### config.mk
export PLATFORM = sky130hd
export DESIGN_NAME = laser_point_tracker
export DESIGN_NICKNAME = d
export VERILOG_FILES = /design/src/rtl/laser_point_tracker.sv
export SDC_FILE = /design/constraint.sdc
export NUM_CORES = 1
export LEC_CHECK = 0
export CORE_ASPECT_RATIO = 1.75
export CORE_MARGIN = 2
export CORE_UTILIZATION = 49
export CTS_CLUSTER_SIZE = 25
export DETAILED_ROUTE_END_ITERATION = 7
export PLACE_DENSITY = 0.78
export SLEW_MARGIN = 20
export SYNTH_ARGS = -nofsm -noshare
export SYNTH_HDL_FRONTEND = slang
export SYNTH_SLANG_ARGS = --single-unit
### constraint.sdc
create_clock -name CLK -period 4.6 [get_ports CLK]
set_input_delay 1.15 -clock CLK [delete_from_list [all_inputs] [get_ports CLK]]
set_output_delay 1.15 -clock CLK [all_outputs]
set_load 0.02 [all_outputs]
### src/rtl/laser_point_tracker.sv
// laser_point_tracker: finds the brightest above-threshold pixel per frame and drives a marker box.
// Optional TRACK_SMOOTH_EN averages the new point with the previous one on consecutive valid frames.
module laser_point_tracker #(
  parameter logic [11:0] THRESH = 12'd2700,
  parameter logic [9:0]  BOX_R  = 10'd4
) (
  input  logic       CLK,
  input  logic       Reset,
  input  logic       run,
  input  logic       pix_valid,
  input  logic       frame_end,
  input  logic [9:0] VGA_R_In,
  input  logic [9:0] VGA_G_In,
  input  logic [9:0] VGA_B_In,
  input  logic [9:0] VGA_X,
  input  logic [9:0] VGA_Y,
  output logic [9:0] point_x,
  output logic [9:0] point_y,
  output logic       point_valid,
  output logic       memory_on,
  output logic [3:0] data
);
  typedef enum logic [1:0] {IDLE, SCAN, LATCH} state_t;
  state_t state, next;
  logic [11:0] lum, best_lum;
  logic [9:0] best_x, best_y, nx, ny;
  logic found, take;
  logic signed [10:0] dx, dy;
  logic [10:0] ax, ay;
  assign lum = {2'b0, VGA_R_In} + {2'b0, VGA_G_In} + {2'b0, VGA_B_In};
  assign take = pix_valid && lum >= THRESH && (!found || lum > best_lum);
`ifdef TRACK_SMOOTH_EN
  logic [10:0] sx, sy;
  assign sx = {1'b0, point_x} + {1'b0, best_x};
  assign sy = {1'b0, point_y} + {1'b0, best_y};
  assign nx = point_valid ? sx[10:1] : best_x;
  assign ny = point_valid ? sy[10:1] : best_y;
`else
  assign nx = best_x;
  assign ny = best_y;
`endif
  always_comb begin
    next = state;
    case (state)
      IDLE:    next = run ? SCAN : IDLE;
      SCAN:    next = !run ? IDLE : (frame_end ? LATCH : SCAN);
      default: next = run ? SCAN : IDLE;
    endcase
  end
  always_ff @(posedge CLK or posedge Reset)
    if (Reset) state <= IDLE;
    else state <= next;
  always_ff @(posedge CLK or posedge Reset)
    if (Reset) begin
      best_lum    <= '0;
      best_x      <= '0;
      best_y      <= '0;
      found       <= 1'b0;
      point_x     <= '0;
      point_y     <= '0;
      point_valid <= 1'b0;
      data        <= '0;
    end else begin
      if (state == IDLE && run) begin
        best_lum <= '0;
        found    <= 1'b0;
      end
      if (state == SCAN && take) begin
        best_lum <= lum;
        best_x   <= VGA_X;
        best_y   <= VGA_Y;
        found    <= 1'b1;
      end
      if (state == LATCH) begin
        if (found) begin
          point_x     <= nx;
          point_y     <= ny;
          point_valid <= 1'b1;
          data        <= (data == 4'd15) ? data : data + 4'd1;
        end else begin
          point_valid <= 1'b0;
          data        <= '0;
        end
        best_lum <= '0;
        found    <= 1'b0;
      end
    end
  // Signed 11-bit differences keep the box from wrapping around the screen edges.
  assign dx = $signed({1'b0, VGA_X}) - $signed({1'b0, point_x});
  assign dy = $signed({1'b0, VGA_Y}) - $signed({1'b0, point_y});
  assign ax = dx[10] ? 11'(-dx) : 11'(dx);
  assign ay = dy[10] ? 11'(-dy) : 11'(dy);
  assign memory_on = point_valid && ax <= {1'b0, BOX_R} && ay <= {1'b0, BOX_R};
endmodule
After elaboration in Yosys (flattened, before gate mapping)
Index checks and enable logic that the tools add are counted.
Cells by class
  muxes and demuxes: 15
  reductions and logical operators: 12
  add/subtract/negate cells: 7
  eq/ne operators: 4
  magnitude comparators: 4
Operators with widths (count)
  $mux W12: 3
  $le A11 B3 Y1 const B: 2
  $mux W11: 2
  $neg A11 Y11: 2
  $sub A10 B10 Y11: 2
  $add A11 B10 Y12: 1
  $ge A12 B12 Y1 const B: 1
  $gt A12 B12 Y1: 1
  $add A10 B10 Y11: 1
  $mux W4: 2
  $logic_and A1 B1 Y1: 6
  $mux W2: 3
  $mux W1: 5
  $add A4 B1 Y4 const B: 1
  $eq A4 B4 Y1 const B: 1
  $reduce_and A2 Y1: 2
  $reduce_bool A3 Y1: 1
  $eq A2 B1 Y1 const B: 1
  $eq A2 B2 Y1 const B: 1
  $logic_not A2 Y1: 1
  $ne A2 B2 Y1 const B: 1
  $logic_not A1 Y1: 1
  $logic_or A1 B1 Y1: 1
Storage, ports and cells
  output and inout port bits: 26
  logic and storage cells: 51
  flip-flop bits (word level): 60
  bits of input ports: 55

Depth between registers and ports, before layout
Gate-level depths: netlist of the first run.
  depth in word-level cells: 8
  mapped depth: 21
  depth with buffers taken out: 20

Worst setup path before layout of the first run
Ideal clock, no wire load.
  kind: input to register
  from: in VGA_R_In[1]
  to: reg best_x[0]
  stages on the path: 19
  required time: 4472 ps
  data arrival time: 4840 ps
  library setup time: 128 ps
  buffers on the path: 1
  path slack: -368 ps
  cell sequence: inv_1 -> fa_1 -> inv_1 -> ha_1 -> fa_1 -> a21o_1 -> a21o_1 -> a21oi_1 -> o21ai_1 -> a31oi_1 -> nor2_1 -> ha_1 -> nand4_1 -> o2111ai_1 -> a21oi_1 -> nor4_2 -> o21ai_2 -> buf_4 -> mux2_1
Between the ends
  cells in the longest elaborated chain, start to end: 6
  elaborated cells on any way between the ends: 8
  those cells by class: add/sub (2); order compare (2); reduce/logical (4)
Ends and longest elaborated chain
  start, declared: RTL line 12  | input logic [9:0] VGA_R_In,
  $add A10 B10 Y11 *: RTL line 30  | assign lum = {2'b0, VGA_R_In} + {2'b0, VGA_G_In} + {2'b0, VGA_B_In};
  $add A11 B10 Y12 *: RTL line 30
  $ge A12 B12 Y1 / $gt A12 B12 Y1 (equally long branches): RTL line 31  | assign take = pix_valid && lum >= THRESH && (!found || lum > best_lum);
  $logic_and A1 B1 Y1 / $logic_or A1 B1 Y1 (equally long branches): RTL line 31
  $logic_and A1 B1 Y1 *: RTL line 31
  $logic_and A1 B1 Y1 *: RTL line 68  | if (state == SCAN && take) begin
  end signal, assigned: RTL line 56  | best_x <= '0;
  end signal, assigned: RTL line 70  | best_x <= VGA_X;
  end, declared: RTL line 26  | logic [9:0] best_x, best_y, nx, ny;
Every way passes the cells marked *; elsewhere a longest branch is shown, timed or not.
A chain may end at the register's enable or synchronous reset.

Worst setup path in the final report of the first run
  from: in VGA_X[0]
  to: out memory_on
Between the ends
  cells in the longest elaborated chain, start to end: 6
Ends and longest elaborated chain
  start, declared: RTL line 15  | input logic [9:0] VGA_X,
  $sub A10 B10 Y11 *: RTL line 89  | assign dx = $signed({1'b0, VGA_X}) - $signed({1'b0, point_x});
  $neg A11 Y11: RTL line 91  | assign ax = dx[10] ? 11'(-dx) : 11'(dx);
  $mux W11 *: RTL line 91
  $le A11 B3 Y1 *: RTL line 93  | assign memory_on = point_valid && ax <= {1'b0, BOX_R} && ay <= {1'b0, BOX_R};
  $logic_and A1 B1 Y1 * (2 in series): RTL line 93
  end, declared: RTL line 20  | output logic memory_on,
Marked as above.

==> summary.md, run 1 <==
| Metric | Value |
|---|---|
| CTS max path bufs | 2 |
| Worst-Margin Slew | 1080 ps |
| Violated checks | negative setup slack |
| Util after Layout | 80.9% |
| Setup TNS | -12370 ps |
| Final setup viols | 34 |
| Row Count | 47 |
| Post-synth EDFFs | 0 |
| Total die area | 10500 um^2 |
| Final worst slack | -483 ps |
| Detailed-route DRC error count | 0 |
| Die height | 134 um |
| Pwr Density | 435 nW/um^2 |
| Drt pass-1 iters | 4 |
| CTS tree | built |
| Most common cell after layout, fill and taps aside | buf_4 |
| Tmin final | 5080 ps |
| Yosys cell types | 65 |
| Avg Cell Area, Syn | 9.79 um^2 |
| Clock sinks | 60 |
| Fraction of layout cells with a size suffix above 1 | 41.1% |
| Hold path cells | 1 |
| Clk_lat worst skew | 340 ps |
| CTS clk-pin slew, worst paths | 50 ps |
| Class of the most critical setup path | in2out |
| Reg2reg start | best_lum[5] |
| Hold wc startpoint | best_x[0] |
| Commonest non-fill, non-tap cells in the layout | buf_4 (125), dfrtp_1 (60), inv_1 (53) |
| Worst Path Arrival | 3930 ps |
| Hold Path Class | reg2reg |
| Register area | 1500 um^2 |
| Worst EP required | 3450 ps |
| Max_slew headroom | 28.1% |
| Htree depth | 3 |
| Synthesized area | 4730 um^2 |
| Antenna viol nets, final | 0 |
| Final non-filler cell total | 828 |
| CP Capture Type | primary output |
| Reg-to-Reg End | best_y[4] |
| Static Leak | 3.55 nW |
| Max Fanout on Critical Path | 4 |
| CP peak stage delay | 390 ps |
| #FFs+latches synth | 60 |
| Die X | 78.3 um |
| Fmax | 197 MHz |
| R2R depth | 11 |
| Clk_skew | 7.26 ps |
| Cell Area, Placed | 6640 um^2 |
| Vias per std cell | 5.67 |
| Post-DP HPWL | 9840 um |
| Total of max-cap violations | 0 |
| Post-synth top area share | 31.8% |
| Cell family with most CP delay | compound AO/OA/AOI/OAI gates |
| Largest net degree at the start of global routing | 29 |
| Initial antenna violation count | 0 |
| Dpl cells | 784 |
| Hold Vio Cnt, Final | 0 |
| Buffers added on ports | 80 |
| GR Overflow Total | 0 |
| Area grow syn2layout | 61.1% |
| Via count | 4697 |
| Gr usage total | 30.0% |
| Net Count, Synth | 593 |
| Main area contributors after synthesis | dfrtp_1 (32%), ha_1 (11%), fa_1 (5.5%), mux2_1 (5.0%), mux2_2 (5.0%) |
| Reg2Reg Setup Slack | 2060 ps |
| DR WL/cell | 18.5 um |
| Most frequent CP cell | buf_4 |
| Placer Congestion | 0.949 |
| RSZ-0062 raised after global routing | true |
| Post-layout net count | 811 |
| Inserted Diodes | 0 |
| Layout fillers | 534 |
| Vias in the first global route | 5179 |
| Synth Flop Type | dfrtp_1 |
| CP max stage cell | fa_2 |
| Warnings, synthesis | 0 |
| Overall power | 3.31 mW |
| Asr flop ratio synth | 100% |
| Core area | 9410 um^2 |
| Critical path buffer and inverter count | 6 |
| Worst-path cell chain | buf_8, inv_12, ha_4, inv_2, fa_2, a21o_1, buf_6, buf_4, a211oi_4, o31ai_2, nor3_2, o21ai_1, a211oi_2, o221ai_2, nor4_4, buf_4 |
| I/O Pins | 81 |
| TritonCTS buffer count | 9 |
| Post-Synthesis Cells | 483 |
| Area occupied by multi-input gates | 3560 um^2 |
| Peak supply drop | 0.000298 V |
| Post-synthesis sequential area ratio | 31.8% |
| Initial Utilization | 50.3% |
| First-pass GRT wire length | 24400 um |
| Worst Setup Start Kind | primary input |
| Max-slew violations | 0 |
| Fin crit share | 110% |
| Leading area contributor after synthesis | dfrtp_1 |
| Clock root buffer | clkbuf_16 |
| Final wirelength | 15300 um |
| Initial DRC Count | 204 |
| WHS Endpoint | best_x[0] |
| Outcome | complete, but fails checks |
| Design Area, Final | 7620 um^2 |
-- worst max-delay path by stage --
| stage | startpoint | endpoint | slack, ps | cells past startpoint |
|---|---|---|---|---|
| final | VGA_X[0] | memory_on | -480 | 16 |
| after global routing | VGA_B_In[2] | best_x[3] | -620 | 19 |
| after CTS | VGA_X[0] | memory_on | -380 | 15 |
| after detailed placement | VGA_X[0] | memory_on | -1470 | 14 |
| after global placement | VGA_X[0] | memory_on | -1390 | 14 |
| after floorplan | VGA_X[0] | memory_on | -200 | 12 |
-- routing by layer --
metal  up-vias  wire length, um  share of wire [%]  GRT usage [%]
met4         0              874                5.7           19.6
met3        60              446                2.9           4.78
li1       2156                -                  -              -
met2       148             8660                 57           56.8
met5         -                0                  0              0
met1      2333             5340                 35           29.3
-- synthesized netlist by cell type, types with 7 or more instances --
cell type,count
dfrtp_1,60
xnor2_1,11
nor2b_1,8
mux2i_1,10
ha_1,42
nor2_1,22
inv_1,58
a21oi_1,25
o21ai_0,11
nand2_1,31
fa_1,13
mux2_2,21
nand3_1,10
a21o_1,10
xor2_1,12
nand2b_1,7
mux2_1,21
-- sequential cells by signal, indices dropped and copies added, names as in the netlist --
name,flops
best_x,10
best_y,10
point_x,10
state,2
data,4
found,1
point_y,10
best_lum,12
point_valid,1
-- cell type report --
cell class                 count  share of cell area [%]
clock inverter                 4                   0.624
sequential                    60                    19.7
clock buffer                  12                    3.37
multi-input combinational    357                    46.7
inverter                      58                    3.12
timing repair buffer         215                    24.5
tap                          122                    2.00
-- through the flow --
step                setup WS (ps)  hold slack (ps)
finish                       -483              491
global route                 -618              509
CTS                          -382              484
detailed placement          -1470              472
global placement            -1390              462
floorplan                    -200              447
-- report_power, final --
part           internal, mW  total (mW)  switching, mW
combinational         0.981        1.86          0.877
clock                 0.447       0.701          0.254
sequential            0.658       0.750         0.0919
-- worst register-to-register path, delay by kind of cell (launching register included) --
kind                     cells  cell delay (ps)
AND/OR/NAND/NOR              1               70
AO/OA/AOI/OAI                6             1090
multiplexers                 1              300
buffers and inverters        2              290
flip-flops                   1              350
adder cells (fa/ha/maj)      1              310
-- logic make-up after synthesis --
kind of cell	count (synthesis)	synth area share, %
XOR/XNOR	23	4.26
AND/OR/NAND/NOR	119	13.4
AO/OA/AOI/OAI	108	16.2
multiplexers	52	12.1
adder cells (fa/ha/maj)	55	16.6
buffers and inverters	66	5.66
flip-flops	60	31.8
-- timing repair --
action | 4_1_cts | 5_1_grt
setup buffers | 21 | 6
setup endpoints to repair | 34 | 34
pin swaps | 73 | 23
hold buffers | 0 | 0
gates resized for setup | 131 | 20
cloned | 2 | 0
Note: power is estimated with default switching activity, not from simulation.
==> inputs of run 2 (changes only) <==
- ABC_CLOCK_PERIOD_IN_PS: not set -> 4600
- CORE_UTILIZATION: 49 -> 50
- CTS_BUF_LIST: not set -> sky130_fd_sc_hd__clkbuf_4 sky130_fd_sc_hd__clkbuf_8
- PLACE_DENSITY: 0.78 -> 0.79
==> summary.md, run 2 (synthesis gave the netlist of run 1 again) <==
| Metric | Value |
|---|---|
| Inserted Diodes | 0 (unchanged) |
| # hold bufs at CTS | 0 (unchanged) |
| Initial Utilization | 50.6% (+0.32 points) |
| Dpl cells | 780 (-0.51%) |
| Largest Register | best_lum |
| CTS max path bufs | 2 (unchanged) |
| Part of the power in the clock network | 16.1% (-5.1 points) |
| Hold Vio Cnt, Final | 0 (unchanged) |
| Worst Path Arrival | 4000 ps (+70 ps) |
| Final non-filler cell total | 828 (unchanged) |
| Max-slew violations | 0 (unchanged) |
| Tmin final | 5150 ps (+65.3 ps) |
| Worst-Margin Slew | 776 ps (-300 ps) |
| Placer Congestion | 0.834 (-12%) |
| CTS tree | built |
| Final hold slack | 510 ps (+19.1 ps) |
| P_int | 1.96 mW (-6.2%) |
| Area grow syn2layout | 61.1% (about the same) |
| Die X | 77.5 um (-0.95%) |
| I/O Pins | 81 (unchanged) |
| Vias in the first global route | 5143 (-0.70%) |
| RSZ-0062 raised after global routing | true |
| Fin crit share | 112% (+1.4 points) |
| CP Capture Type | primary output |
| Max Fanout on Critical Path | 2 (-2) |
| Max_slew headroom | 48.3% (+20 points) |
| Clock root buffer | clkbuf_8 |
| Buffers added on ports | 80 (unchanged) |
| Initial antenna violation count | 0 (unchanged) |
| Fmax | 194 MHz (-1.3%) |
| Htree depth | 3 (unchanged) |
| Setup TNS | -5550 ps (+6820 ps) |
| Violated checks | negative setup slack |
| Antenna viol nets, final | 0 (unchanged) |
| Hold path cells | 1 (unchanged) |
| TritonCTS buffer count | 9 (unchanged) |
| DP Worst Slack | -1410 ps (+58.9 ps) |
| Worst EP required | 3450 ps (about the same) |
| Core area | 9350 um^2 (-0.62%) |
| Clk_skew | 11.5 ps (+4.26 ps) |
| Final setup viols | 31 (-8.8%) |
| GR Overflow Total | 0 (unchanged) |
| Total of max-cap violations | 0 (unchanged) |
| Commonest non-fill, non-tap cells in the layout | buf_4 (125), dfrtp_1 (60), inv_1 (52) |
| Hold Path Class | reg2reg |
| Pwr Density | 418 nW/um^2 (-3.8%) |
| Final worst slack | -548 ps (-65.3 ps) |
| Final wirelength | 15700 um (+2.2%) |
| Largest net degree at the start of global routing | 61 (+110%) |
| Die height | 133 um (-0.97%) |
| Detailed-route DRC error count | 0 (unchanged) |
| Comb power frac | 60.4% (+4.2 points) |
| DR WL/cell | 18.9 um (+2.2%) |
| Post-DP HPWL | 9510 um (-3.3%) |
| Vias per std cell | 5.84 (+2.9%) |
| Initial DRC Count | 236 (+16%) |
| Row Count | 47 (unchanged) |
| Total die area | 10300 um^2 (-1.9%) |
| Outcome | complete, but fails checks |
| Cell Area, Placed | 6610 um^2 (-0.45%) |
| Switch share | 38.6% (+1.6 points) |
| Clk_lat worst skew | 360 ps (+20 ps) |
| Gr usage total | 28.9% (-1.1 points) |
| Drt pass-1 iters | 5 (+1) |
| Static Leak | 3.54 nW (-0.30%) |
| Via count | 4832 (+2.9%) |
| CTS clk-pin slew, worst paths | 70 ps (+20 ps) |
| Worst Setup Start Kind | primary input |
| Max FFs per register | 12 (unchanged) |
| P_sw | 1.23 mW (+0.38%) |
| Clock sinks | 60 (unchanged) |
| First-pass GRT wire length | 23600 um (-3.3%) |
| Register share of total power | 23.4% (+0.7 points) |
| Post-layout net count | 811 (unchanged) |
| Peak supply drop | 0.000232 V (-22%) |
| Design Area, Final | 7620 um^2 (about the same) |
| Layout fillers | 508 (-4.9%) |
| R2R depth | 12 (+1) |
| Class of the most critical setup path | in2out |
| Most common cell after layout, fill and taps aside | buf_4 |
| Fraction of layout cells with a size suffix above 1 | 43.1% (+2.0 points) |
[run 2: cell types whose count changed in the layout (fill, tap and decap cells not counted), sizes merged]
cell           delta
clkdlybuf4s15     +1
dlymetal6s2s      +2
buf               +1
clkdlybuf4s50     -3
clkbuf            -1
[run 2: final timing paths]
check / from / to / slack [ps]
worst max-delay path: VGA_Y[0] / memory_on / -550
worst min-delay path: best_y[5] / best_y[5] / 510
worst max register to register: best_lum[5] / best_lum[7] / 2160
worst min register to register: best_y[5] / best_y[5] / 510
max in group asynchronous: Reset / point_y[6] / 2760
min in group asynchronous: Reset / point_x[6] / 1320
[run 2: layout make-up]
| class | instances | area [um^2] | area share [%] |
|---|---|---|---|
| well taps | 122 | 153 | 2.00 |
| inverters | 58 | 238 | 3.12 |
| repair buffers | 215 | 1860 | 24.4 |
| flip-flops and latches | 60 | 1500 | 19.7 |
| multi-input cells | 357 | 3660 | 48.1 |
| clock buffers | 12 | 159 | 2.09 |
| clock inverters | 4 | 47.5 | 0.624 |
[run 2: critical path, cell delays in order]
cell	delay, ps
clkdlybuf4s15_1	180
inv_1	50
ha_2	190
fa_2	370
nand2b_4	190
a21oi_4	170
xor2_2	120
buf_4	150
buf_4	130
nor4_1	310
o21ai_0	200
o31ai_2	110
o2111ai_2	190
nor4_4	300
buf_4	180
[run 2: layer usage]
metal  GRT usage, %  share of wire [%]  up-vias
met5              0                  0        -
li1               -                  -     2159
met1           29.0                 34     2342
met4           16.6                5.7        0
met3           4.77                4.6       86
met2           54.9                 56      245
[run 2: what timing repair did]
item                       CTS  global route
hold endpoints to repair     0             0
gates resized for setup    143            39
buffers inserted            25             8
setup endpoints to repair   34            34
pin swaps                   62            26
[run 2: power by group through the flow]
stage | Clock [mW] | Sequential, mW | Combinational (mW)
floorplan | 0 | 0.764 | 0.842
global placement | 0 | 0.739 | 1.44
detailed placement | 0 | 0.752 | 1.49
CTS | 0.507 | 0.743 | 1.71
global route | 0.539 | 0.763 | 2.05
finish | 0.514 | 0.746 | 1.92
[run 2: metrics by stage]
step,utilization (%),total power [mW]
after floorplan,-,1.61
after global placement,70.7,2.17
after detailed placement,70.7,2.24
after CTS,78.5,2.96
after global routing,81.5,3.35
final,81.5,3.18
==> inputs of run 3 (changes only) <==
- CAP_MARGIN: not set -> 30
==> summary.md, run 3 (synthesis gave the netlist of run 1 again) <==
| Metric | Value |
|---|---|
| Outcome | complete, but fails checks |
| Violated checks | negative setup slack |
| Static Leak | 3.54 nW (about the same) |
| Die X | 77.5 um (unchanged) |
| Total die area | 10300 um^2 (unchanged) |
| Drt pass-1 iters | 5 (unchanged) |
| TritonCTS buffer count | 9 (unchanged) |
| Area occupied by multi-input gates | 3650 um^2 (-0.38%) |
| Fraction of layout cells with a size suffix above 1 | 43.5% (+0.41 points) |
| Reg2reg start | best_lum[5] |
| Buffers added on ports | 80 (unchanged) |
| Overall power | 3.29 mW (+3.3%) |
| Area grow syn2layout | 61.6% |
| Largest Register | best_lum |
| Antenna viol nets, final | 0 (unchanged) |
| Post-DP HPWL | 9610 um (+1.1%) |
| Clk_skew | 10.7 ps (-0.775 ps) |
| Initial DRC Count | 239 (+1.3%) |
| R2R depth | 12 (unchanged) |
| Max_slew headroom | 47.5% (-0.80 points) |
| CTS max path bufs | 2 (unchanged) |
| Class of the most critical setup path | in2out |
| I/O Pins | 81 (unchanged) |
| CP Capture Type | primary output |
| Dpl cells | 781 (+0.13%) |
| Hold Vio Cnt, Final | 0 (unchanged) |
| Post-layout net count | 809 (-0.25%) |
| Clock sinks | 60 (unchanged) |
| CTS tree | built |
| First-pass GRT wire length | 25000 um (+5.8%) |
| Commonest non-fill, non-tap cells in the layout | buf_4 (122), dfrtp_1 (60), inv_1 (51) |
| Clock root buffer | clkbuf_8 |
| Setup TNS | -6610 ps (-1060 ps) |
| Max FFs per register | 12 (unchanged) |
| Initial Utilization | 50.6% (unchanged) |
| Final setup viols | 34 (+9.7%) |
| Htree depth | 3 (unchanged) |
| Worst EP required | 3450 ps (about the same) |
| Inserted Diodes | 0 (unchanged) |
| Peak supply drop | 0.000209 V (-9.6%) |
| Via count | 4756 (-1.6%) |
| Final non-filler cell total | 826 (-0.24%) |
| Hold Path Class | reg2reg |
| Fin crit share | 109% (-3.0 points) |
| Core area | 9350 um^2 (unchanged) |
| Worst-Margin Slew | 788 ps (+12.0 ps) |
| Final hold slack | 518 ps (+7.28 ps) |
| Vias in the first global route | 5285 (+2.8%) |
| RSZ-0062 raised after global routing | true |
| Die height | 133 um (unchanged) |
| Initial antenna violation count | 0 (unchanged) |
| Worst Setup Start Kind | primary input |
| Worst Setup SP | VGA_X[0] |
| Final wirelength | 15500 um (-1.2%) |
| Layout fillers | 506 (-0.39%) |
| Vias per std cell | 5.76 (-1.3%) |
| Clk_lat worst skew | 370 ps (about the same) |
| Max Fanout on Critical Path | 3 (+1) |
| Row Count | 47 (unchanged) |
| # hold bufs at CTS | 0 (unchanged) |
| Pwr Density | 431 nW/um^2 (+3.1%) |
| GR Overflow Total | 0 (unchanged) |
| Final worst slack | -408 ps (+140 ps) |
| Most common cell after layout, fill and taps aside | buf_4 |
| Placer Congestion | 0.834 (unchanged) |
| Total of max-cap violations | 0 (unchanged) |
| Max-slew violations | 0 (unchanged) |
| Worst Path Arrival | 3860 ps (-140 ps) |
| Tmin final | 5010 ps (-140 ps) |
| Gr usage total | 30.7% (+1.7 points) |
| Register area | 1500 um^2 (unchanged) |
| CTS clk-pin slew, worst paths | 80 ps (about the same) |
| Largest net degree at the start of global routing | 61 (unchanged) |
| Fmax | 200 MHz (+2.8%) |
| Crit path to | memory_on |
| Detailed-route DRC error count | 0 (unchanged) |
| DR WL/cell | 18.7 um (-0.99%) |
| Reg-to-Reg End | best_lum[0] |
| Reg2Reg Setup Slack | 2140 ps (-20 ps) |
run 3: changes by cell type in the layout (fill, tap and decap cells not counted), sizes merged:
| cell | delta |
|---|---|
| clkdlybuf4s50 | -1 |
| clkbuf | -2 |
| buf | -2 |
| bufinv | +2 |
| dlygate4sd2 | +3 |
| dlymetal6s2s | -2 |
run 3: where the power goes:
group          internal, mW  switching (mW)  total, mW
sequential            0.657          0.0933      0.750
clock                 0.374           0.241      0.615
combinational          1.03           0.897       1.92
total                  2.06            1.23       3.29
run 3: final cells by class:
class	count	share of cell area, %
Multi-Input combinational cell	357	47.8
Tap cell	122	2.00
Sequential cell	60	19.7
Inverter	58	3.11
Timing Repair Buffer	213	24.2
Clock inverter	6	1.46
Clock buffer	10	1.80
run 3: how the worst min path moves through the flow:
| stage | startpoint | endpoint | cells after the start |
|---|---|---|---|
| 2_1_floorplan | best_lum[11] | best_lum[11] | 2 |
| 3_3_place_gp | best_lum[11] | best_lum[11] | 2 |
| 3_5_place_dp | best_x[9] | best_x[9] | 1 |
| 4_1_cts | best_x[9] | best_x[9] | 1 |
| 5_1_grt | best_y[0] | best_y[0] | 1 |
| 6_report | best_y[6] | best_y[6] | 1 |
run 3: per-stage QoR:
step | area (um^2) | util, % | setup slack [ps]
2_1_floorplan | 4910 | - | -200
3_3_place_gp | 6610 | 70.7 | -1370
3_5_place_dp | 6620 | 70.8 | -1420
4_1_cts | 7510 | 80.3 | -301
5_1_grt | 7640 | 81.7 | -522
6_report | 7640 | 81.7 | -408
run 3: worst max-delay path: stages:
cell,delay (ps)
buf_12,110
inv_12,40
ha_4,120
inv_2,40
fa_2,390
a21o_4,260
a21oi_4,170
xnor2_2,180
buf_4,180
a21oi_2,30
o32a_1,340
a211oi_2,210
o221ai_2,150
nor4_4,280
buf_4,190
run 3: what timing repair did:
item                                    in CTS  in global routing
setup buffers                               29                  3
pin swaps                                   74                 32
resized for setup                          146                 40
cloned                                       2                  0
endpoints found under the setup margin      34                 34
hold endpoints to repair                     0                  0
run 3: metal layers:
| metal | vias up | global-route usage, % | share of wire (%) |
|---|---|---|---|
| met5 | - | 0 | 0 |
| li1 | 2152 | - | - |
| met2 | 177 | 60.0 | 57 |
| met1 | 2372 | 29.7 | 34 |
| met3 | 55 | 4.91 | 3.7 |
| met4 | 0 | 16.4 | 5.0 |
